### src/rtl/if2id_skid_reg.sv
// ---------------------------------------------------------------------------
// if2id_skid_reg
// Fetch-to-decode pipeline register with a valid/ready handshake and a
// 2-entry skid buffer. in_ready comes straight from a flop, so a freeze
// from decode never reaches fetch combinationally. While no valid entry is
// held, the outputs carry a bubble: NOP_INSTR and a zero PC. Those values
// are written into the data registers, not masked at the outputs.
//
// Optional feature (macro IF2ID_STALL_CNT_EN):
//   defined   - stall_cnt counts cycles with main_v & freeze & ~flush and
//               saturates at all-ones. Only rst clears it.
//   undefined - no counter logic is built and stall_cnt is tied to 0.
//
// Ports:
//   clk            in   clock, rising edge
//   rst            in   asynchronous active-high reset
//   freeze         in   decode stalled; the output entry is not consumed
//   flush          in   synchronous kill of held and incoming entries
//   in_valid       in   fetch presents an entry
//   in_ready       out  entry can be accepted this cycle (registered)
//   pc             in   fetch PC
//   instruction_in in   fetched instruction
//   out_valid      out  instruction/pc_out hold a real entry
//   instruction    out  decode-side instruction
//   pc_out         out  decode-side PC
//   stall_cnt      out  stall-cycle count (optional feature)
//
// state | meaning
// EMPTY | main_v=0, skid_v=0 : outputs show a bubble
// ONE   | main_v=1, skid_v=0 : main entry on the outputs
// FULL  | main_v=1, skid_v=1 : main on the outputs, next entry parked in skid
// ---------------------------------------------------------------------------
module if2id_skid_reg #(
    parameter int                   INSTR_W   = 32,
    parameter int                   PC_W      = 32,
    parameter logic [INSTR_W-1:0]   NOP_INSTR = 32'hE0000000,
    parameter int                   CNT_W     = 16
) (
    input  logic                clk,
    input  logic                rst,
    input  logic                freeze,
    input  logic                flush,
    input  logic                in_valid,
    output logic                in_ready,
    input  logic [PC_W-1:0]     pc,
    input  logic [INSTR_W-1:0]  instruction_in,
    output logic                out_valid,
    output logic [INSTR_W-1:0]  instruction,
    output logic [PC_W-1:0]     pc_out,
    output logic [CNT_W-1:0]    stall_cnt
);

    localparam logic [1:0] ST_EMPTY = 2'b00;
    localparam logic [1:0] ST_ONE   = 2'b10;
    localparam logic [1:0] ST_FULL  = 2'b11;

    logic                r_main_v;
    logic                r_skid_v;
    logic [INSTR_W-1:0]  r_main_instr;
    logic [PC_W-1:0]     r_main_pc;
    logic [INSTR_W-1:0]  r_skid_instr;
    logic [PC_W-1:0]     r_skid_pc;

    logic                w_acc;
    logic                w_con;
    logic [1:0]          w_state;

    assign w_acc   = in_valid & ~r_skid_v;
    assign w_con   = r_main_v & ~freeze;
    assign w_state = {r_main_v, r_skid_v};

    always_ff @(posedge clk or posedge rst) begin
        if (rst) begin
            r_main_v     <= 1'b0;
            r_skid_v     <= 1'b0;
            r_main_instr <= NOP_INSTR;
            r_main_pc    <= '0;
            r_skid_instr <= NOP_INSTR;
            r_skid_pc    <= '0;
        end else if (flush) begin
            // Flush wins over freeze and drops any same-cycle incoming entry.
            r_main_v     <= 1'b0;
            r_skid_v     <= 1'b0;
            r_main_instr <= NOP_INSTR;
            r_main_pc    <= '0;
            r_skid_instr <= NOP_INSTR;
            r_skid_pc    <= '0;
        end else begin
            case (w_state)
                ST_EMPTY: begin
                    if (w_acc) begin
                        r_main_v     <= 1'b1;
                        r_main_instr <= instruction_in;
                        r_main_pc    <= pc;
                    end
                end
                ST_ONE: begin
                    if (w_acc && w_con) begin
                        r_main_instr <= instruction_in;
                        r_main_pc    <= pc;
                    end else if (w_acc) begin
                        r_skid_v     <= 1'b1;
                        r_skid_instr <= instruction_in;
                        r_skid_pc    <= pc;
                    end else if (w_con) begin
                        // Drain: load the bubble so the outputs need no mask.
                        r_main_v     <= 1'b0;
                        r_main_instr <= NOP_INSTR;
                        r_main_pc    <= '0;
                    end
                end
                ST_FULL: begin
                    // in_ready is low here, so only a consume can happen.
                    if (w_con) begin
                        r_skid_v     <= 1'b0;
                        r_main_instr <= r_skid_instr;
                        r_main_pc    <= r_skid_pc;
                    end
                end
                default: begin
                    // skid without main is unreachable; recover to EMPTY.
                    r_main_v     <= 1'b0;
                    r_skid_v     <= 1'b0;
                    r_main_instr <= NOP_INSTR;
                    r_main_pc    <= '0;
                end
            endcase
        end
    end

    assign in_ready    = ~r_skid_v;
    assign out_valid   = r_main_v;
    assign instruction = r_main_instr;
    assign pc_out      = r_main_pc;

`ifdef IF2ID_STALL_CNT_EN
    logic [CNT_W-1:0] r_stall_cnt;

    always_ff @(posedge clk or posedge rst) begin
        if (rst) begin
            r_stall_cnt <= '0;
        end else if (r_main_v && freeze && !flush && (r_stall_cnt != {CNT_W{1'b1}})) begin
            r_stall_cnt <= r_stall_cnt + 1'b1;
        end
    end

    assign stall_cnt = r_stall_cnt;
`else
    assign stall_cnt = '0;
`endif

endmodule
### config.mk
export PLATFORM = sky130hd
export DESIGN_NAME = if2id_skid_reg
export DESIGN_NICKNAME = d
export VERILOG_FILES = /design/src/rtl/if2id_skid_reg.sv
export SDC_FILE = /design/constraint.sdc
export NUM_CORES = 1
export LEC_CHECK = 0
export ABC_AREA = 1
export CORE_ASPECT_RATIO = 0.6
export CORE_MARGIN = 2
export CORE_UTILIZATION = 51
export DETAILED_ROUTE_END_ITERATION = 16
export GPL_ROUTABILITY_DRIVEN = 0
export PLACE_DENSITY = 0.81
export REMOVE_ABC_BUFFERS = 1
export SLEW_MARGIN = 20
export SYNTH_ARGS = -nofsm -noshare
export SYNTH_HDL_FRONTEND = slang
export SYNTH_SLANG_ARGS = --single-unit
### constraint.sdc
create_clock -name clk -period 5.1 [get_ports clk]
set_input_delay 0.765 -clock clk [delete_from_list [all_inputs] [get_ports clk]]
set_output_delay 0.765 -clock clk [all_outputs]
set_load 0.05 [all_outputs]
# After elaboration in Yosys (flattened, before gate mapping)
# Cells that the tools add are included.
[word_totals] reg_bits=130 out_inout_bits=82 word_cells=60
[op_classes] bitwise_logic=4 mux=29 n_reduce_logical=8 n_eq_ne=13
[ops] op="two-way mux 32 bit" count=18
[ops] op="one-hot mux 32 bit (3 select lines)" count=2
[ops] op="inequality test 3 bit, second input constant" count=6
[ops] op="inequality test 4 bit, second input constant" count=2
[ops] op="AND reduction 4 bit" count=2
[ops] op="two-way mux 1 bit" count=7
[ops] op="inequality test 2 bit, second input constant" count=3
[ops] op="one-hot mux 1 bit (3 select lines)" count=2
[ops] op="AND reduction 5 bit" count=1
[ops] op="equality test 2 bit, second input constant" count=2
[ops] op="nonzero test 2 bit" count=2
[ops] op="AND reduction 3 bit" count=1
[ops] op="AND 1 bit" count=2
[ops] op="logical NOT 2 bit" count=1
[ops] op="NOT 1 bit" count=2
[ops] op="logical AND 1 bit" count=1

# Logic depth before layout (Yosys ltp)
[depth] depth_word=7 depth_mapped=9

# Least setup slack after synthesis
# OpenSTA, ideal clock, no wires.
[synth_path] kind="input port to flip-flop" startpoint="input port in_valid" endpoint="register r_skid_instr[0]" setup_ps=66 path_stages=8 required_ps=5034 t_arrival_ps=1675 path_buffers=2 setup_slack_ps=3359 cell_sequence="inv_1 nor2_1 nand3_1 nand2_1 buf_2 buf_4 nand3_1 nand2_1"
[synth_via] elab_chain_cells=4
[synth_lines] item="start: declaration" line_no="43" rtl="input logic in_valid,"
[synth_lines] item="AND 1 bit *" line_no="68" rtl="assign w_acc = in_valid & ~r_skid_v;"
[synth_lines] item="logical AND 1 bit" line_no="98" rtl="if (w_acc && w_con) begin"
[synth_lines] item="inequality test 2 bit (no line)"
[synth_lines] item="AND reduction 3 bit (no line) *"
[synth_lines] item="end signal: assignment" line_no="103" rtl="r_skid_instr <= instruction_in;"
[synth_lines] item="end: declaration" line_no="61" rtl="logic [INSTR_W-1:0] r_skid_instr;"
# Every way passes the cells marked *; elsewhere a longest branch is shown, timed or not.
# A chain may end at the register's enable or synchronous reset.

# Worst setup path after layout
[layout_path] startpoint="input port flush" endpoint="register r_main_pc[25], in the netlist pc_out[25]"
[layout_via] elab_chain_cells=2
[layout_lines] item="start: declaration" line_no="42" rtl="input logic flush,"
[layout_lines] item="inequality test 4 bit (no line) / inequality test 3 bit (equally long branches)"
[layout_lines] item="AND reduction 4 bit (no line)"
[layout_lines] item="end signal: assignment" line_no="94" rtl="r_main_pc <= pc;"
[layout_lines] item="end signal: assignment" line_no="100" rtl="r_main_pc <= pc;"
[layout_lines] item="end signal: assignment" line_no="117" rtl="r_main_pc <= r_skid_pc;"
[layout_lines] item="end: declaration" line_no="60" rtl="logic [PC_W-1:0] r_main_pc;"
# Parallel ways exist; a longest one is shown, timed or not.

==> results.py <==
metrics = {
    "logic_synthesis": {
        "yosysWarnings": 0,
        "synth-edff-count": 0,
        "synthTopCellsByArea": "dfrtp_1, nand3_1, nand2_1",
        "netlist-cell-type-count": 20,
        "avgSynthCellArea_um2": 7.499,
        "yosysTopAreaCell": "dfrtp_1",
        "synth_ff_type": "dfrtp_1",
        "synth_top_cells_by_count": "nand2_1, nand3_1, dfrtp_1",
        "synth.most_common_cell": "nand2_1",
        "synth.ff_latch_count": 130,
        "seq_area_frac_synth_pct": 49.19,
        "netlist_area_um2": 6629,
        "netlist.area_leader.share_pct": 46.81,
        "ys_async_sr_fraction_pct": 100.0,
        "netlist_instances": 884,
    },
    "clocking": {
        "cts_hold_buffers": 0,
        "post_cts_buffers": 0,
        "max-clock-path-buffers": 2,
        "clk_transition_reported_paths_ns": 0.06,
        "h-tree-depth": 4,
        "tritoncts": "done",
        "numClockSinks": 130,
        "cts_buffers": 17,
        "clk-insertion-delay-late_ns": 0.42,
        "clock_tree.root_cell": "clkbuf_16",
        "cts_repair_resize_count": 0,
    },
    "power": {
        "power.combinational.fraction_pct": 30.0,
        "intPower_w": 0.002239,
        "ir_drop_mv": 0.2251,
        "total_switching_power_w": 0.001271,
        "power.switching_fraction_pct": 36.21,
        "sequentialPowerShare_pct": 35.8,
        "p_per_area_nw_per_um2": 413.8,
        "power_frac_clock_pct": 34.2,
        "total_leakage_power_nw": 4.202,
    },
    "routing": {
        "routed_wire_length_per_instance_um": 15.66,
        "postRouteAntennaNets": 0,
        "dr_total_vias": 6391,
        "drt_iter0_markers": 786,
        "drc": 0,
        "wl_um": 18140,
        "viasPerCell": 5.519,
        "detail_route.first_pass.iterations": 5,
    },
    "critical_path": {
        "critical_path_required_ns": 5.46,
        "worstSetupEndpointType": "flop",
        "critical_path_arrival_ns": 3.37,
        "worst-r2r-cell-count": 8,
        "setup.worst_path.class": "in -> reg",
        "critical_path_peak_fanout": 85,
        "setup.worst_path.start_class": "input port",
    },
    "floorplanning": {
        "chipWidth_um": 151.2,
        "floorplan.core_area_um2": 12770,
        "io_pins": 151,
        "dieHeight_um": 92.31,
        "num_rows": 32,
        "dieArea_um2": 13960,
        "start_util_pct": 51.90,
    },
    "sta": {
        "worst_slew_pin_slew_ns": 0.9618,
        "slew-limit-headroom_pct": 35.80,
        "rsz0062_at_grt": "no",
        "max_clock_freq_mhz": 331.8,
        "report.final.setup_viol": 0,
        "slew_violations": 0,
        "finalHoldViolations": 0,
        "finClkSkew_ns": 0.008243,
        "final.min_clock_period_ns": 3.014,
        "hold_ws_ns": 0.4683,
        "setup-tns-final_ns": 0,
        "fin_crit_sh_pct": 59.09,
    },
    "global_routing": {
        "grt_pass1_wl_um": 29970,
        "grt_max_degree": 86,
        "antenna_found_initial": 1,
        "all_layer_global_routing_usage_pct": 27.41,
        "grt_pass1_vias": 5868,
        "total_gr_overflow": 0,
    },
    "layout": {
        "fin_nets": 1043,
        "drive_gt1_share_pct": 5.674,
        "instances_no_fill": 1158,
        "synthToLayoutAreaGrowth_pct": 27.95,
        "final_util_pct": 66.41,
        "fillCellCount": 1062,
    },
    "min_path": {
        "whs_path_depth": 2,
        "tightest_hold_check_type": "reg -> reg",
    },
    "place": {
        "dp.final_hpwl_um": 10280,
        "placedCellCount": 1125,
        "port_buffers": 134,
    },
    "job": {
        "maxCapViolations": 0,
    },
    "run_status": {
        "outcome": "finished, final reports clean",
    },
}
-- power groups by stage --
stage | combinational [W] | clock, W | sequential (W)
CTS | 0.00105 | 0.00121 | 0.00125
finish | 0.00105 | 0.00120 | 0.00126
detailed placement | 0.00105 | 0 | 0.00127
global placement | 0.00104 | 0 | 0.00127
global route | 0.00113 | 0.00127 | 0.00127
floorplan | 0.000366 | 0 | 0.00157
-- per-stage QoR --
step / setup slack (ns) / cell area [um^2] / total power, W
floorplan: -1.514 / 6242 / 0.001933
global placement: 1.813 / 7904 / 0.002304
detailed placement: 1.744 / 7904 / 0.002317
CTS: 2.180 / 8477 / 0.003520
global route: 1.885 / 8479 / 0.003679
finish: 2.086 / 8482 / 0.003510
-- worst max-delay path: stages --
cell	delay [ns]
clkdlybuf4s50_1	0.54
inv_4	0.41
buf_4	0.56
buf_4	0.73
nand3_1	0.18
nand2_1	0.11
-- metal layers --
metal  track usage, %  wire [um]  up-vias
li1                 -          -     3078
met1            43.05       8393     2978
met2            36.99       7784      314
met3            6.995       1778       21
met4            7.866        180        0
met5                0          0        -
-- cells in the final DEF (no fill, tap or decap), drive strengths merged, types with 6 or more instances in the layout --
cell	n
clkinv	8
dfrtp	124
buf	10
clkbuf	22
conb	16
clkdlybuf4s50	134
nor2	6
nand3	309
nand2	322
o21ai	13
inv	8
dfstp	6
-- kinds of logic after synthesis --
kind of cell / synth area share (%)
AND/OR/NAND/NOR: 42.32
buffers and inverters: 7.248
AO/OA/AOI/OAI: 1.189
other: 0.05657
flip-flops: 49.19
-- flip-flops by register name, summed over array words and instances (netlist names) --
name,count
r_skid_pc,32
instruction,32
out_valid,1
r_skid_v,1
pc_out,32
r_skid_instr,32
-- path summary, 6_finish.rpt --
kind / startpoint / endpoint / slack (ns)
max: flush / pc_out[25] / 2.09
min: instruction[29] / instruction[29] / 0.47
max reg2reg: out_valid / instruction[5] / 2.89
min reg2reg: instruction[29] / instruction[29] / 0.47
max in group asynchronous: rst / instruction[19] / 3.34
min in group asynchronous: rst / pc_out[29] / 0.78
-- final cells by class --
cell class | instances | area [um^2] | share of cell area [%]
repair buffers | 144 | 1416 | 16.70
clock inverters | 10 | 108.9 | 1.283
multi-input cells | 671 | 2972 | 35.03
well taps | 170 | 212.7 | 2.508
inverters | 10 | 45.04 | 0.5311
clock buffers | 22 | 464.2 | 5.473
diodes | 1 | 2.502 | 0.02950
flip-flops and latches | 130 | 3261 | 38.44
(Power assumes the default switching activity.)
